==> config.mk <==
export PLATFORM = sky130hd
export DESIGN_NAME = tdt_dmi_sync_hs_rsp
export DESIGN_NICKNAME = d
export VERILOG_FILES = /design/src/rtl/tdt_dmi_sync_hs_rsp.sv
export SDC_FILE = /design/constraint.sdc
export NUM_CORES = 1
export LEC_CHECK = 0
export CAP_MARGIN = 20
export CORE_MARGIN = 5
export CORE_UTILIZATION = 25
export DETAILED_ROUTE_END_ITERATION = 8
export HOLD_SLACK_MARGIN = 0.15
export PLACE_DENSITY = 0.52
export RECOVER_POWER = 25
export SLEW_MARGIN = 20
export SYNTH_ARGS = -nofsm -noshare
export SYNTH_HDL_FRONTEND = slang
export SYNTH_SLANG_ARGS = --single-unit
==> constraint.sdc <==
create_clock -name dst_clk -period 2.9 [get_ports dst_clk]
set_input_delay 0.725 -clock dst_clk [delete_from_list [all_inputs] [get_ports dst_clk]]
set_output_delay 0.725 -clock dst_clk [all_outputs]
set_load 0.005 [all_outputs]
==> src/rtl/tdt_dmi_sync_hs_rsp.sv <==
// Destination-side responder of a four-phase req/ack CDC handshake for DMI
// traffic. The request level from the source domain is synchronized, the
// source's held-stable payload is captured once per request, and the payload
// is offered downstream as a valid/ready transfer in the dst_clk domain.
//
// Handshake rules (downstream side): dst_data is offered while dst_vld is high
// and is consumed on a rising dst_clk edge where dst_vld && dst_rdy; dst_vld and
// dst_data stay stable until that edge. Source side: four-phase, where src_req
// rises, the responder raises dst_ack once the word has been consumed, src_req
// falls, and dst_ack falls once the falling request has been synchronized.
module tdt_dmi_sync_hs_rsp #(
    parameter int unsigned DATA_WIDTH = 41,
    parameter int unsigned SYNC_NUM   = 2   // synchronizer depth, must be >= 2
) (
    input  logic                  dst_clk,
    input  logic                  dst_rst_b,
    input  logic                  src_req,
    input  logic [DATA_WIDTH-1:0] src_data,
    output logic                  dst_ack,
    output logic                  dst_vld,
    output logic [DATA_WIDTH-1:0] dst_data,
    input  logic                  dst_rdy,
    output logic                  dst_busy,
    output logic [1:0]            dbg_state
);

    // State encoding: bit 0 is the VALID flag and bit 1 the ACK flag, so both
    // outputs come straight from state flops with no decode glitches.
    localparam logic [1:0] ST_IDLE  = 2'b00;
    localparam logic [1:0] ST_VALID = 2'b01;
    localparam logic [1:0] ST_ACK   = 2'b10;

    logic [SYNC_NUM-1:0]   sync_q;
    logic                  req_s;
    logic [1:0]            state_q;
    logic [1:0]            state_nxt;
    logic                  load_data;
    logic [DATA_WIDTH-1:0] data_q;

    // Request synchronizer: the only logic that touches the asynchronous src_req.
    always_ff @(posedge dst_clk or negedge dst_rst_b) begin
        if (!dst_rst_b) begin
            sync_q <= '0;
        end else begin
            sync_q <= {sync_q[SYNC_NUM-2:0], src_req};
        end
    end

    assign req_s = sync_q[SYNC_NUM-1];

    // Next-state decode. A request that rises again while still in ACK is
    // ignored: ACK only exits once req_s has been seen low. A request that
    // drops while VALID does not abort the transfer; ACK is still entered and
    // held for at least one cycle before returning to IDLE.
    always_comb begin
        state_nxt = state_q;
        load_data = 1'b0;
        case (state_q)
            ST_IDLE: begin
                if (req_s) begin
                    state_nxt = ST_VALID;
                    load_data = 1'b1;
                end
            end
            ST_VALID: begin
                if (dst_rdy) begin
                    state_nxt = ST_ACK;
                end
            end
            ST_ACK: begin
                if (!req_s) begin
                    state_nxt = ST_IDLE;
                end
            end
            default: begin
                state_nxt = ST_IDLE;
            end
        endcase
    end

    // State register.
    always_ff @(posedge dst_clk or negedge dst_rst_b) begin
        if (!dst_rst_b) begin
            state_q <= ST_IDLE;
        end else begin
            state_q <= state_nxt;
        end
    end

    // Payload capture: src_data is sampled only on the IDLE -> VALID step,
    // when the source guarantees it is stable.
    always_ff @(posedge dst_clk or negedge dst_rst_b) begin
        if (!dst_rst_b) begin
            data_q <= '0;
        end else if (load_data) begin
            data_q <= src_data;
        end
    end

    assign dst_vld   = state_q[0];
    assign dst_ack   = state_q[1];
    assign dst_data  = data_q;
    assign dst_busy  = state_q != ST_IDLE;
    assign dbg_state = state_q;

endmodule
; Word level (Yosys, flattened, before mapping)
; Cells that the tools add are included.
[word_totals]
regBits = 45
output_inout_bits = 46
wordCells = 17
[op_classes]
n_eq_ne = 5
n_mux = 6
reduce_logical = 3
[op_table]
columns = cell, count
row1 = 2-bit 2-to-1 mux, 3
row2 = "2-bit inequality test, second input constant", 3
row3 = 2-bit one-hot mux with 3 select lines, 1
row4 = 3-bit AND reduction, 1
row5 = "2-bit by 1-bit == test with 1-bit output, second input constant", 1
row6 = "2-bit == test, second input constant", 1
row7 = 2-bit zero test, 1
row8 = 1-bit 2-to-1 mux, 2
row9 = 2-bit nonzero test, 1

; Longest topological paths before layout
[logic_depth]
word_depth = 3
mapped_depth = 3
ltp_nobuf = 2

; Worst setup path after synthesis
; OpenSTA, ideal clock, no wires.
[synth_path]
kind = register to output
from = reg state_q[0] (netlist: dbg_state[0])
to = out dst_busy
t_arrival_ns = 0.771
slack_ns = 1.404
path_stages_with_launch = 2
path_buffers = 0
cell_sequence = dfrtp_1 > or2_2
[synth_between]
elab_chain_len = 1
[synth_rtl]
columns = element, line_no
row1 = from (decl), 35  ; logic [1:0] state_q;
row2 = from (signal assigned), 86  ; state_q <= state_nxt;
row3 = 2-bit nonzero test, 103  ; assign dst_busy = state_q != ST_IDLE;
row4 = to (decl), 23  ; output logic dst_busy,
; No other way between the ends.

; Worst setup path in the final report
; Same ends and word-level chain as after synthesis.

==> results by group <==
Yosys
  • Synth warnings: 0
  • Largest family of logic cells by synthesized area: multiplexers
  • Synth Area in XOR/XNOR: 0
  • Seq/Total Area, Yosys: 0.662
  • Syn Nets: 144
  • Fraction of the mapped netlist area in compound gates: 0.00736
  • Yosys top cell by area: dfrtp_1
  • Top post-synthesis cells by area: dfrtp_1 66%, mux2_2 25%, buf_6 2.6%
  • Adder-cell share of the synthesized area: 0
  • Average size of a mapped cell: 17.2 sq um
  • Synth top area share: 0.662
  • Synth Register Bits: 45
  • Simple-Gate Fraction of Synth Area: 0.0235
  • Yosys cell types: 12
  • Synthesized cell area: 0.00170 sq mm
  • Post-synthesis cell count: 99
  • Multiplexer share of the synthesized area: 0.272

Finish
  • Register area: 0.00113 sq mm
  • Core Util, Final: 0.411
  • Diode count: 0
  • Area of the multi-input gates: 514 sq um
  • Layout cells sized above 1: 0.255
  • NumNets Final: 236
  • Fillers: 608
  • Area Growth Syn to Fin: 62.3%
  • Post-Layout Cell Count: 272

Global routing
  • Gr ovfl total: 0
  • Vias in the first global route: 1,345
  • Largest net degree at the start of global routing: 46
  • Met1 Resource Use GR: 0.116
  • Met2 Resource Use GR: 0.158
  • Initial antenna violation count: 0
  • Met3 Resource Use GR: 0.0447
  • Overall Global Routing Usage: 0.0979
  • Global-route wire length before repair: 6640 um
  • GRT Max-Usage Layer: met2

Clock network
  • CTS Buf Count: 5
  • Clock tree buffer depth: 2
  • Postcts setup bufs: 0
  • Depth of the CTS H-tree: 2
  • TritonCTS clock tree: built
  • Sinks on Clock Net: 45
  • Hold-fix buffers, CTS: 0
  • CTS resizes: 0
  • Clock-pin slew on the worst setup and hold paths: 0.08 ns
  • CTS Root Cell: clkbuf_8
  • Clock latency on the worst-skew pair: 0.29 ns

Floorplanning
  • Rows: 30
  • Core footprint: 0.00672 sq mm
  • Ports: 91
  • Die area: 0.00855 sq mm
  • Initial core utilization: 0.253
  • Die W: 92.5 um
  • Die extent in y: 92.5 um

Place
  • Placed cell count: 264
  • DP Wirelength: 3010 um
  • GP Congestion: 0.703
  • Port Buffers: 90

Routing
  • Total wire length: 4040 um
  • Routed Antenna Nets: 0
  • Via Count: 1,153
  • Vias/cell: 4.24
  • Post-route DRC: 0
  • Detailed Routing Iterations Pass 1: 4
  • DRT iter0 DRCs: 16
  • WL per Instance: 14.8 um

STA
  • Maximum clock rate: 444 MHz
  • Skew final: 0.00348 ns
  • Slew margin rel.: 0.277
  • Setup violators final: 0
  • Final hold vios: 0
  • Min Tclk post-route: 2.25 ns
  • Worst slew pin tran: 1.08 ns
  • Final period util: 0.777
  • Hold Slack: 0.363 ns
  • RSZ-0062 raised after global routing: false
  • Final Slew Violations: 0
  • Setup TNS Final: 0 ns

Setup path
  • CP Launch Point: dbg_state[0]
  • CP Capture Type: primary output
  • CP Capture Point: dst_busy
  • Worst Path Max Fanout: 8
  • R2R depth: 3
  • RR Startpoint: dbg_state[0]
  • CP Class: flop to primary output
  • Worst EP required: 2.17 ns
  • Worst EP arrival: 1.53 ns
  • CP Launch Type: flop
  • Worst r2r dst: dst_data[39]
  • R2R setup slack: 1.20 ns

Hold path
  • Hold Path Class: flop to flop

Power
  • Leak Pwr: 1.11 nW
  • Pwr per Cell Area: 1030 mW/mm^2
  • Peak VDD IR: 0.000385 V

Run status
  • Status: completed

Job
  • Max-cap check violation count: 0
[through the flow]
stage / cell area (sq um) / power (mW) / worst slack [ns]
after floorplan: 1700 / 1.62 / 1.40
after CTS: 2760 / 2.91 / 0.623
final: 2760 / 2.84 / 0.647
after detailed placement: 2640 / 2.41 / 0.957
after global routing: 2760 / 3.04 / 0.561
after global placement: 2640 / 2.36 / 0.973
[state kept, by name (all words and copies together) (netlist names)]
signal,count
dbg_state,2
dst_data,41
sync_q,2
[worst min path at each step]
stage / from / cells after the start / endpoint / slack, ns
6_report: sync_q[0] / 0 / sync_q[1] / 0.36
4_1_cts: sync_q[0] / 0 / sync_q[1] / 0.36
5_1_grt: sync_q[0] / 0 / sync_q[1] / 0.40
3_3_place_gp: sync_q[0] / 0 / sync_q[1] / 0.34
2_1_floorplan: sync_q[0] / 0 / sync_q[1] / 0.33
3_5_place_dp: sync_q[0] / 0 / sync_q[1] / 0.34
[placed cells by master, fill, tap and decap left out, types with 3 or more instances in the layout]
cell type,count
clkdlybuf4s50_1,89
mux2_1,3
dfrtp_1,45
clkbuf_8,6
mux2_2,38
[synthesized netlist by cell type, drive strengths merged]
library cell,number
nand3b,1
dfrtp,45
nor3b,1
o21ai,1
or2,1
buf,6
mux2,41
nor2,1
a211oi,1
nand2,1
[worst max-delay path, cell delays in order (launching register included)]
cell and delay (ns):
dfrtp_1 0.48, or2_2 0.32, clkdlybuf4s50_1 0.44
[where the power goes]
| group | internal, mW | switching (mW) | leakage [nW] | total [mW] |
|---|---|---|---|---|
| Clock | 0.281 | 0.197 | 0.0585 | 0.478 |
| Sequential | 0.937 | 0.177 | 0.528 | 1.11 |
| Combinational | 0.896 | 0.355 | 0.527 | 1.25 |
| Total | 2.11 | 0.730 | 1.11 | 2.84 |
[logic make-up after synthesis]
family                 count (synthesis)
AOI/OAI and AO/OA                      2
and+or+nand+nor                        5
buffers and inverters                  6
DFF                                   45
muxes                                 41
[area by class of cell]
| type | instances | area share |
|---|---|---|
| clock buffer | 7 | 0.0313 |
| tap | 80 | 0.0363 |
| multi-input combinational | 48 | 0.186 |
| timing repair buffer | 91 | 0.327 |
| sequential | 45 | 0.408 |
| clock inverter | 1 | 0.0109 |
[metal layers]
metal  routed length [um]  up-vias
li1                     -      526
met1                 1750      554
met2                 1800       68
met3                  439        5
met4                   42        0
met5                    0        -
Note: power is estimated with default switching activity, not from simulation.
